$ cat config.mk
export PLATFORM = sky130hd
export DESIGN_NAME = stopwatch_ctrl
export DESIGN_NICKNAME = d
export VERILOG_FILES = /design/src/rtl/stopwatch_ctrl.sv
export SDC_FILE = /design/constraint.sdc
export NUM_CORES = 1
export LEC_CHECK = 0
export CAP_MARGIN = 20
export CORE_AREA = 4 4 94 96
export CTS_BUF_LIST = sky130_fd_sc_hd__clkbuf_4 sky130_fd_sc_hd__clkbuf_8
export CTS_CLUSTER_DIAMETER = 60
export DETAILED_ROUTE_END_ITERATION = 6
export DIE_AREA = 0 0 98 100
export GPL_TIMING_DRIVEN = 0
export PLACE_DENSITY = 0.73
export SYNTH_ARGS = -nofsm -noshare
export SYNTH_HDL_FRONTEND = slang
export SYNTH_HIERARCHICAL = 1
export SYNTH_SLANG_ARGS = --single-unit
$ cat constraint.sdc
create_clock -name clk -period 1.6 [get_ports clk]
set_clock_uncertainty 0.1 [all_clocks]
set_input_delay 0.48 -clock clk [delete_from_list [all_inputs] [get_ports clk]]
set_output_delay 0.48 -clock clk [all_outputs]
set_load 0.02 [all_outputs]
$ cat src/rtl/stopwatch_ctrl.sv
// stopwatch_ctrl: debounced push-button sequencer (STOP/RUN/CLEAR) for the 0-9999 counter.
// Define STOPWATCH_LAP_EN to build the lap-hold display path; otherwise lap_active is tied to 0.

module stopwatch_debounce #(
  parameter int DEBOUNCE_CYCLES = 1_000_000
) (
  input  logic clk,
  input  logic reset,
  input  logic btn,
  output logic press
);

  localparam int CW = $clog2(DEBOUNCE_CYCLES);
  localparam logic [CW-1:0] CNT_LAST = CW'(DEBOUNCE_CYCLES - 1);

  logic          sync_meta;
  logic          sync_lvl;
  logic          stable;
  logic          stable_q;
  logic [CW-1:0] cnt;

  always_ff @(posedge clk) begin
    if (reset) begin
      sync_meta <= 1'b0;
      sync_lvl  <= 1'b0;
    end else begin
      sync_meta <= btn;
      sync_lvl  <= sync_meta;
    end
  end

  // Any cycle where the synchronized level agrees with stable restarts the count.
  always_ff @(posedge clk) begin
    if (reset) begin
      stable <= 1'b0;
      cnt    <= '0;
    end else if (sync_lvl == stable) begin
      cnt <= '0;
    end else if (cnt == CNT_LAST) begin
      stable <= sync_lvl;
      cnt    <= '0;
    end else begin
      cnt <= cnt + 1'b1;
    end
  end

  always_ff @(posedge clk) begin
    if (reset) begin
      stable_q <= 1'b0;
      press    <= 1'b0;
    end else begin
      stable_q <= stable;
      press    <= stable & ~stable_q;
    end
  end

endmodule

module stopwatch_ctrl #(
  parameter int DEBOUNCE_CYCLES = 1_000_000
) (
  input  logic        clk,
  input  logic        reset,
  input  logic        btn_run,
  input  logic        btn_clear,
  input  logic        btn_mode,
  input  logic        btn_lap,
  input  logic [13:0] count,
  output logic        run,
  output logic        clear,
  output logic        mode,
  output logic [13:0] disp_data,
  output logic        lap_active
);

  typedef enum logic [1:0] {
    ST_STOP  = 2'd0,
    ST_RUN   = 2'd1,
    ST_CLEAR = 2'd2
  } state_t;

  state_t state_q;
  state_t state_d;

  logic press_run;
  logic press_clear;
  logic press_mode;

  stopwatch_debounce #(.DEBOUNCE_CYCLES(DEBOUNCE_CYCLES)) u_deb_run (
    .clk   (clk),
    .reset (reset),
    .btn   (btn_run),
    .press (press_run)
  );

  stopwatch_debounce #(.DEBOUNCE_CYCLES(DEBOUNCE_CYCLES)) u_deb_clear (
    .clk   (clk),
    .reset (reset),
    .btn   (btn_clear),
    .press (press_clear)
  );

  stopwatch_debounce #(.DEBOUNCE_CYCLES(DEBOUNCE_CYCLES)) u_deb_mode (
    .clk   (clk),
    .reset (reset),
    .btn   (btn_mode),
    .press (press_mode)
  );

  always_ff @(posedge clk) begin
    if (reset) begin
      state_q <= ST_STOP;
    end else begin
      state_q <= state_d;
    end
  end

  // Clear takes priority over run when both land in the same STOP cycle.
  always_comb begin
    state_d = state_q;
    case (state_q)
      ST_STOP: begin
        if (press_clear) begin
          state_d = ST_CLEAR;
        end else if (press_run) begin
          state_d = ST_RUN;
        end
      end
      ST_RUN: begin
        if (press_run) begin
          state_d = ST_STOP;
        end
      end
      ST_CLEAR: state_d = ST_STOP;
      default:  state_d = ST_STOP;
    endcase
  end

  assign run   = (state_q == ST_RUN);
  assign clear = (state_q == ST_CLEAR);

  always_ff @(posedge clk) begin
    if (reset) begin
      mode <= 1'b0;
    end else if (press_mode && (state_q == ST_STOP)) begin
      mode <= ~mode;
    end
  end

`ifdef STOPWATCH_LAP_EN
  logic        press_lap;
  logic        lap_active_q;
  logic [13:0] lap_reg;

  stopwatch_debounce #(.DEBOUNCE_CYCLES(DEBOUNCE_CYCLES)) u_deb_lap (
    .clk   (clk),
    .reset (reset),
    .btn   (btn_lap),
    .press (press_lap)
  );

  // CLEAR is only ever entered from STOP, so state_d alone marks the entry cycle.
  always_ff @(posedge clk) begin
    if (reset) begin
      lap_active_q <= 1'b0;
      lap_reg      <= '0;
    end else if (state_d == ST_CLEAR) begin
      lap_active_q <= 1'b0;
    end else if (press_lap) begin
      if ((state_q == ST_RUN) && !lap_active_q) begin
        lap_reg      <= count;
        lap_active_q <= 1'b1;
      end else if ((state_q != ST_CLEAR) && lap_active_q) begin
        lap_active_q <= 1'b0;
      end
    end
  end

  assign lap_active = lap_active_q;

  always_ff @(posedge clk) begin
    if (reset) begin
      disp_data <= '0;
    end else begin
      disp_data <= lap_active_q ? lap_reg : count;
    end
  end
`else
  logic unused_btn_lap;
  assign unused_btn_lap = btn_lap;

  assign lap_active = 1'b0;

  always_ff @(posedge clk) begin
    if (reset) begin
      disp_data <= '0;
    end else begin
      disp_data <= count;
    end
  end
`endif

endmodule

Word level (Yosys, flattened, before mapping)
Index checks and enable logic that the tools add are counted.
{"block": "totals", "elab_cells": 57, "regBits": 92, "output_inout_bits": 18, "in_bits": 20}
{"block": "op_classes", "reduce_logical": 9, "n_eq_ne": 10, "mux": 4, "bitwise_logic": 10, "n_addsub": 3}
{"operator": "$add A20 B1 Y20 const B", "n": 3}
{"operator": "$eq A20 B20 Y1 const B", "n": 3}
{"operator": "$reduce_or A3 Y1", "n": 3}
{"operator": "$reduce_and A2 Y1", "n": 4}
{"operator": "$not A1 Y1", "n": 7}
{"operator": "$mux W2", "n": 3}
{"operator": "$pmux W2 S2", "n": 1}
{"operator": "$and A1 B1 Y1", "n": 3}
{"operator": "$eq A1 B1 Y1", "n": 3}
{"operator": "$ne A3 B1 Y1 const B", "n": 1}
{"operator": "$eq A2 B1 Y1 const B", "n": 1}
{"operator": "$eq A2 B2 Y1 const B", "n": 1}
{"operator": "$logic_not A2 Y1", "n": 1}
{"operator": "$ne A2 B1 Y1 const B", "n": 1}
{"operator": "$logic_and A1 B1 Y1", "n": 1}

Longest topological paths before layout
{"block": "depth", "ltp_word": 3, "mapped_depth": 6, "depth_no_buf": 5}

Cells and area by module
Netlist, hierarchy kept.
{"mod": "stopwatch_debounce", "cells_per_inst": 117, "seq_area_each_um2": 500.5, "instances": 3, "area_per_inst_um2": 1137.3}
{"mod": "stopwatch_ctrl", "cells_per_inst": 44, "seq_area_each_um2": 340.3, "instances": 1, "area_per_inst_um2": 526.8}

Worst setup path before layout
Ideal clock, no wire load.
{"block": "synth_path", "path_kind": "reg-to-reg", "from": "reg u_deb_clear.cnt[0]", "to": "reg u_deb_clear.cnt[18]", "path_stages_with_launch": 6, "setup_ns": 0.119, "t_required_ns": 1.381, "arrival_ns": 1.429, "setup_slack_ns": -0.048, "path_cell_list": "dfxtp_1 ha_1 nand4_2 nor4_2 mux2i_1 nor4_2"}
{"block": "synth_via", "elab_chain_len": 2, "elab_cells_between_ends": 3, "classes_between": "add/sub (1); eq/ne (1); reduce/logical (1)"}
{"element": "from (decl)", "line": "20", "text": "logic [CW-1:0] cnt;"}
{"element": "from (signal assigned)", "line": "43", "text": "cnt <= cnt + 1'b1;"}
{"element": "parallel branches: the longest is 2 deep, another holds $add A20 B1 Y20"}
Parallel ways; which one is timed is not known.
A chain may end at the register's enable or synchronous reset.

Worst setup path after layout
{"block": "layout_path", "from": "reg u_deb_mode.cnt[7]", "to": "reg u_deb_mode.stable"}
{"block": "layout_via", "elab_chain_len": 2}
{"element": "from (decl)", "line": "20"}
{"element": "from (signal assigned)", "line": "43"}
{"element": "$eq A20 B20 Y1", "line": "39", "text": "end else if (cnt == CNT_LAST) begin"}
{"element": "$reduce_and A2 Y1 (no line)"}
{"element": "to (signal assigned)", "line": "40", "text": "stable <= sync_lvl;"}
{"element": "to (decl)", "line": "18", "text": "logic stable;"}
Every way passes these cells.

==> key figures <==
STA
  • Final Hold Viols: 0
  • RSZ-0062 raised after global routing: yes
  • Crit path time final: between 1.5 and 2 ns
  • Slew Limit Fails: 0
  • Tcrit/Tclk final: 1.00
  • F_max: 623 MHz
  • Final worst slack: -0.00530 ns
  • Setup-failing EPs final: 1

Floorplanning
  • Width of the chip: around 100 um
  • DIE AREA: slightly below 0.01 mm2
  • Core area: 0.00805 mm2
  • Starting Density: 0.489
  • Die height: 100 um
  • I/O Pins: 38
  • Rows: 33

Placement
  • Placed cells: ~540
  • Routability cong.: 0.769
  • DPL Wire Length: between 4000 and 5000 um
  • I/O Buffers: 35
  • Dpl ws: -0.916 ns

Worst setup path
  • Setup crit end: u_deb_mode/stable
  • Setup CP Type: register to register
  • Reg2Reg Launch Point: u_deb_mode/cnt[7]
  • Family with the most delay on the worst path: simple AND/OR/NAND/NOR gates
  • Worst Path Max Fanout: 4
  • CP required: ~1.8 ns
  • R2r setup slk: -0.005 ns
  • Slowest-stage cell, CP: dfxtp_4
  • Critical R2R Capture: u_deb_mode/stable
  • FF-to-FF path depth: 5
  • Stages on the worst setup path: 5
  • Crit path DAT: 1.79 ns
  • CP startpoint: u_deb_mode/cnt[7]
  • Worst path max stage delay: 0.36 ns
  • Crit-path cells: buf_6, nor4b_4, and4b_1, and3_4, mux2i_1
  • Crit path buffers/inverters: 1
  • Startpoint type of the worst setup path: register
  • CP endpoint kind: register

Clock network
  • Deepest level of the CTS H-tree: 3
  • Clk slew on worst S/H paths: 0.09 ns
  • Max clock buf depth: 2
  • Cts-stage hold buffer count: 0
  • CTS tree: yes
  • Clk Latency, worst-skew pair: 0.35 ns
  • Total clock sinks: 92
  • Cts bufs inserted: 9
  • CTS root buf: clkbuf_8

Synthesis
  • Yosys reg bits: 92
  • Synth warnings: 6
  • Synth Instances: a little under 400
  • Yosys cell types: 35
  • Syn Std Cell Area: between 0.003 and 0.004 mm2
  • Synth Area per Inst: ~10 um2
  • Syn Nets: 418
  • Post-synthesis sequential area ratio: 0.468

Detailed routing
  • Routed WL: between 8000 and 9000 um
  • Number of vias per cell: 5.20
  • Starting DRT DRC Count: approximately 90
  • WL per Instance: 13.9 um
  • Residual DRC: 0
  • Detailed Routing Iterations Pass 1: 4
  • Antenna viol nets, final: 0
  • DR vias: 3073

GRT
  • Initial antenna violation count: 0
  • GRT Total Usage: 0.164
  • Vias in the first global route: about 2.9k
  • Total gr overflow: 0
  • Largest net degree at the start of global routing: 25
  • First-pass GRT wire length: 13400 um

Cells and area
  • P&R area growth vs syn: 34.3%
  • Fin cells: around 590
  • Most frequent cells in the layout: 68 x nor2_1, 42 x dfxtp_1, 38 x buf_4, 38 x xnor2_1, 27 x dfxtp_2
  • N_diodes: 0
  • Most common cell after layout, fill and taps aside: nor2_1
  • Filler Cell Count: approximately 600
  • Share of layout cells above drive strength 1: 0.360
  • Final Net Count: ~500
  • Multi-input gate area: approximately 0.0023 mm2
  • Sequential cell area: 0.00196 mm2

Job
  • Max cap viols: 0

Pwr
  • Clock power frac: 0.389
  • Pint: between 3 and 4 mW
  • Peak supply drop: roughly 0.41 mV
  • Sw Pwr: around 920 uW
  • P_leak: between 1.5 and 2 nW
  • Pwr per Cell Area: about 760 mW/mm2
  • Combinational power share: 0.042
  • Sequential share of power: 0.569
  • Sw Share: 0.229

Worst hold path
  • Hold Crit Depth: 1
  • Worst Hold Class: register to register

Run status
  • Outcome: complete, but fails checks
  • Failing checks: negative setup slack
[power groups by stage]
stage | combinational [mW] | sequential (mW) | clock, mW
CTS | 0.161 | 2.32 | 1.60
global route | 0.180 | 2.29 | 1.72
finish | 0.167 | 2.29 | 1.57
detailed placement | 0.166 | 2.38 | 0
global placement | 0.163 | 2.38 | 0
floorplan | 0.0468 | 2.40 | 0
[how the worst min path moves through the flow]
stage / to / startpoint
after floorplan: u_deb_clear/press / u_deb_clear/stable_q
after global placement: u_deb_clear/press / u_deb_clear/stable_q
after detailed placement: u_deb_run/press / u_deb_run/stable_q
after CTS: u_deb_run/press / u_deb_run/stable_q
after global routing: u_deb_clear/press / u_deb_clear/stable_q
final: u_deb_run/press / u_deb_run/stable_q
[area by class of cell]
| type | count | area share |
|---|---|---|
| multi-input cells | 283 | 0.426 |
| flip-flops and latches | 92 | 0.371 |
| repair buffers | 75 | 0.123 |
| well taps | 105 | 0.0248 |
| clock buffers | 9 | 0.0234 |
| clock inverters | 7 | 0.0140 |
| inverters | 15 | 0.0106 |
| plain buffers | 5 | 0.00804 |
[sequential cells by signal, indices dropped and copies added (netlist names), 2 cells and up]
name,cells
u_deb_clear/cnt,20
disp_data,14
state_q,2
u_deb_mode/cnt,20
u_deb_run/cnt,20
[stage by stage]
stage               setup TNS (ns)   util  hold WS (ns)  power (mW)  instance area, um2
CTS                        -0.0506  0.615         0.287        4.08                4950
global route                -0.909  0.657         0.311        4.19                5290
finish                    -0.00530  0.657         0.281        4.02                5290
global placement            -54.49  0.553         0.272        2.54                4450
detailed placement          -55.52  0.553         0.276        2.55                4450
floorplan                        0      -         0.268        2.45                3970
[synth_stat cells]
library cell | count | share of area
a211oi_2 | 1 | 0.0032
buf_4 | 1 | 0.0019
nor4_1 | 15 | 0.024
nor4b_1 | 4 | 0.0089
and2b_1 | 3 | 0.0057
nand2_1 | 18 | 0.017
nor3_1 | 15 | 0.019
nand4_1 | 9 | 0.014
mux2i_1 | 12 | 0.030
nor2_1 | 70 | 0.067
inv_1 | 15 | 0.014
ha_1 | 3 | 0.0095
xor2_1 | 9 | 0.020
dfxtp_1 | 92 | 0.47
nand3_4 | 3 | 0.013
nand2b_1 | 6 | 0.0095
nand4_2 | 3 | 0.0095
nand3_1 | 15 | 0.019
a21oi_1 | 3 | 0.0038
or2b_1 | 1 | 0.0019
nor2b_1 | 20 | 0.032
nor4_4 | 3 | 0.016
nor4_2 | 6 | 0.019
nand2b_2 | 3 | 0.0067
or3b_1 | 1 | 0.0022
conb_1 | 1 | 0.00095
xnor2_1 | 39 | 0.087
and3_4 | 3 | 0.0086
nand4_4 | 6 | 0.032
a31o_2 | 3 | 0.0067
nor3b_1 | 1 | 0.0019
a2111oi_2 | 3 | 0.011
mux2_2 | 1 | 0.0029
and4b_1 | 3 | 0.0076
buf_2 | 4 | 0.0051
[timing repair]
action                                  4_1_cts  5_1_grt
cloned                                        0        1
buffers inserted                             16       23
endpoints found under the setup margin       90       67
pin swaps                                    16       29
resized for setup                           103       61
endpoints found under the hold margin         0        0
[metal layers]
metal | part of all wire | up-vias | global-route usage
met4 | 0.014 | 0 | 0.0639
li1 | - | 1532 | -
met2 | 0.51 | 54 | 0.275
met1 | 0.44 | 1474 | 0.210
met3 | 0.036 | 13 | 0.0320
met5 | 0 | - | 0
[worst register-to-register path, stage by stage (launching register included)]
cell     delay [ns]
dfxtp_4        0.36
buf_6          0.13
nor4b_4        0.22
and4b_1        0.30
and3_4         0.25
mux2i_1        0.19
[cells by family (layout without fill, tap and decap cells)]
group / count (synthesis) / after routing / synth area share
other cells: 1 / 1 / 0.000952
mux: 13 / 13 / 0.0334
compound gates: 10 / 10 / 0.0251
flops: 92 / 92 / 0.468
fa+ha+maj: 3 / 3 / 0.00953
simple gates: 208 / 208 / 0.335
buf+inv: 20 / 111 / 0.0213
xor+xnor: 48 / 48 / 0.107
(Power assumes the default switching activity.)
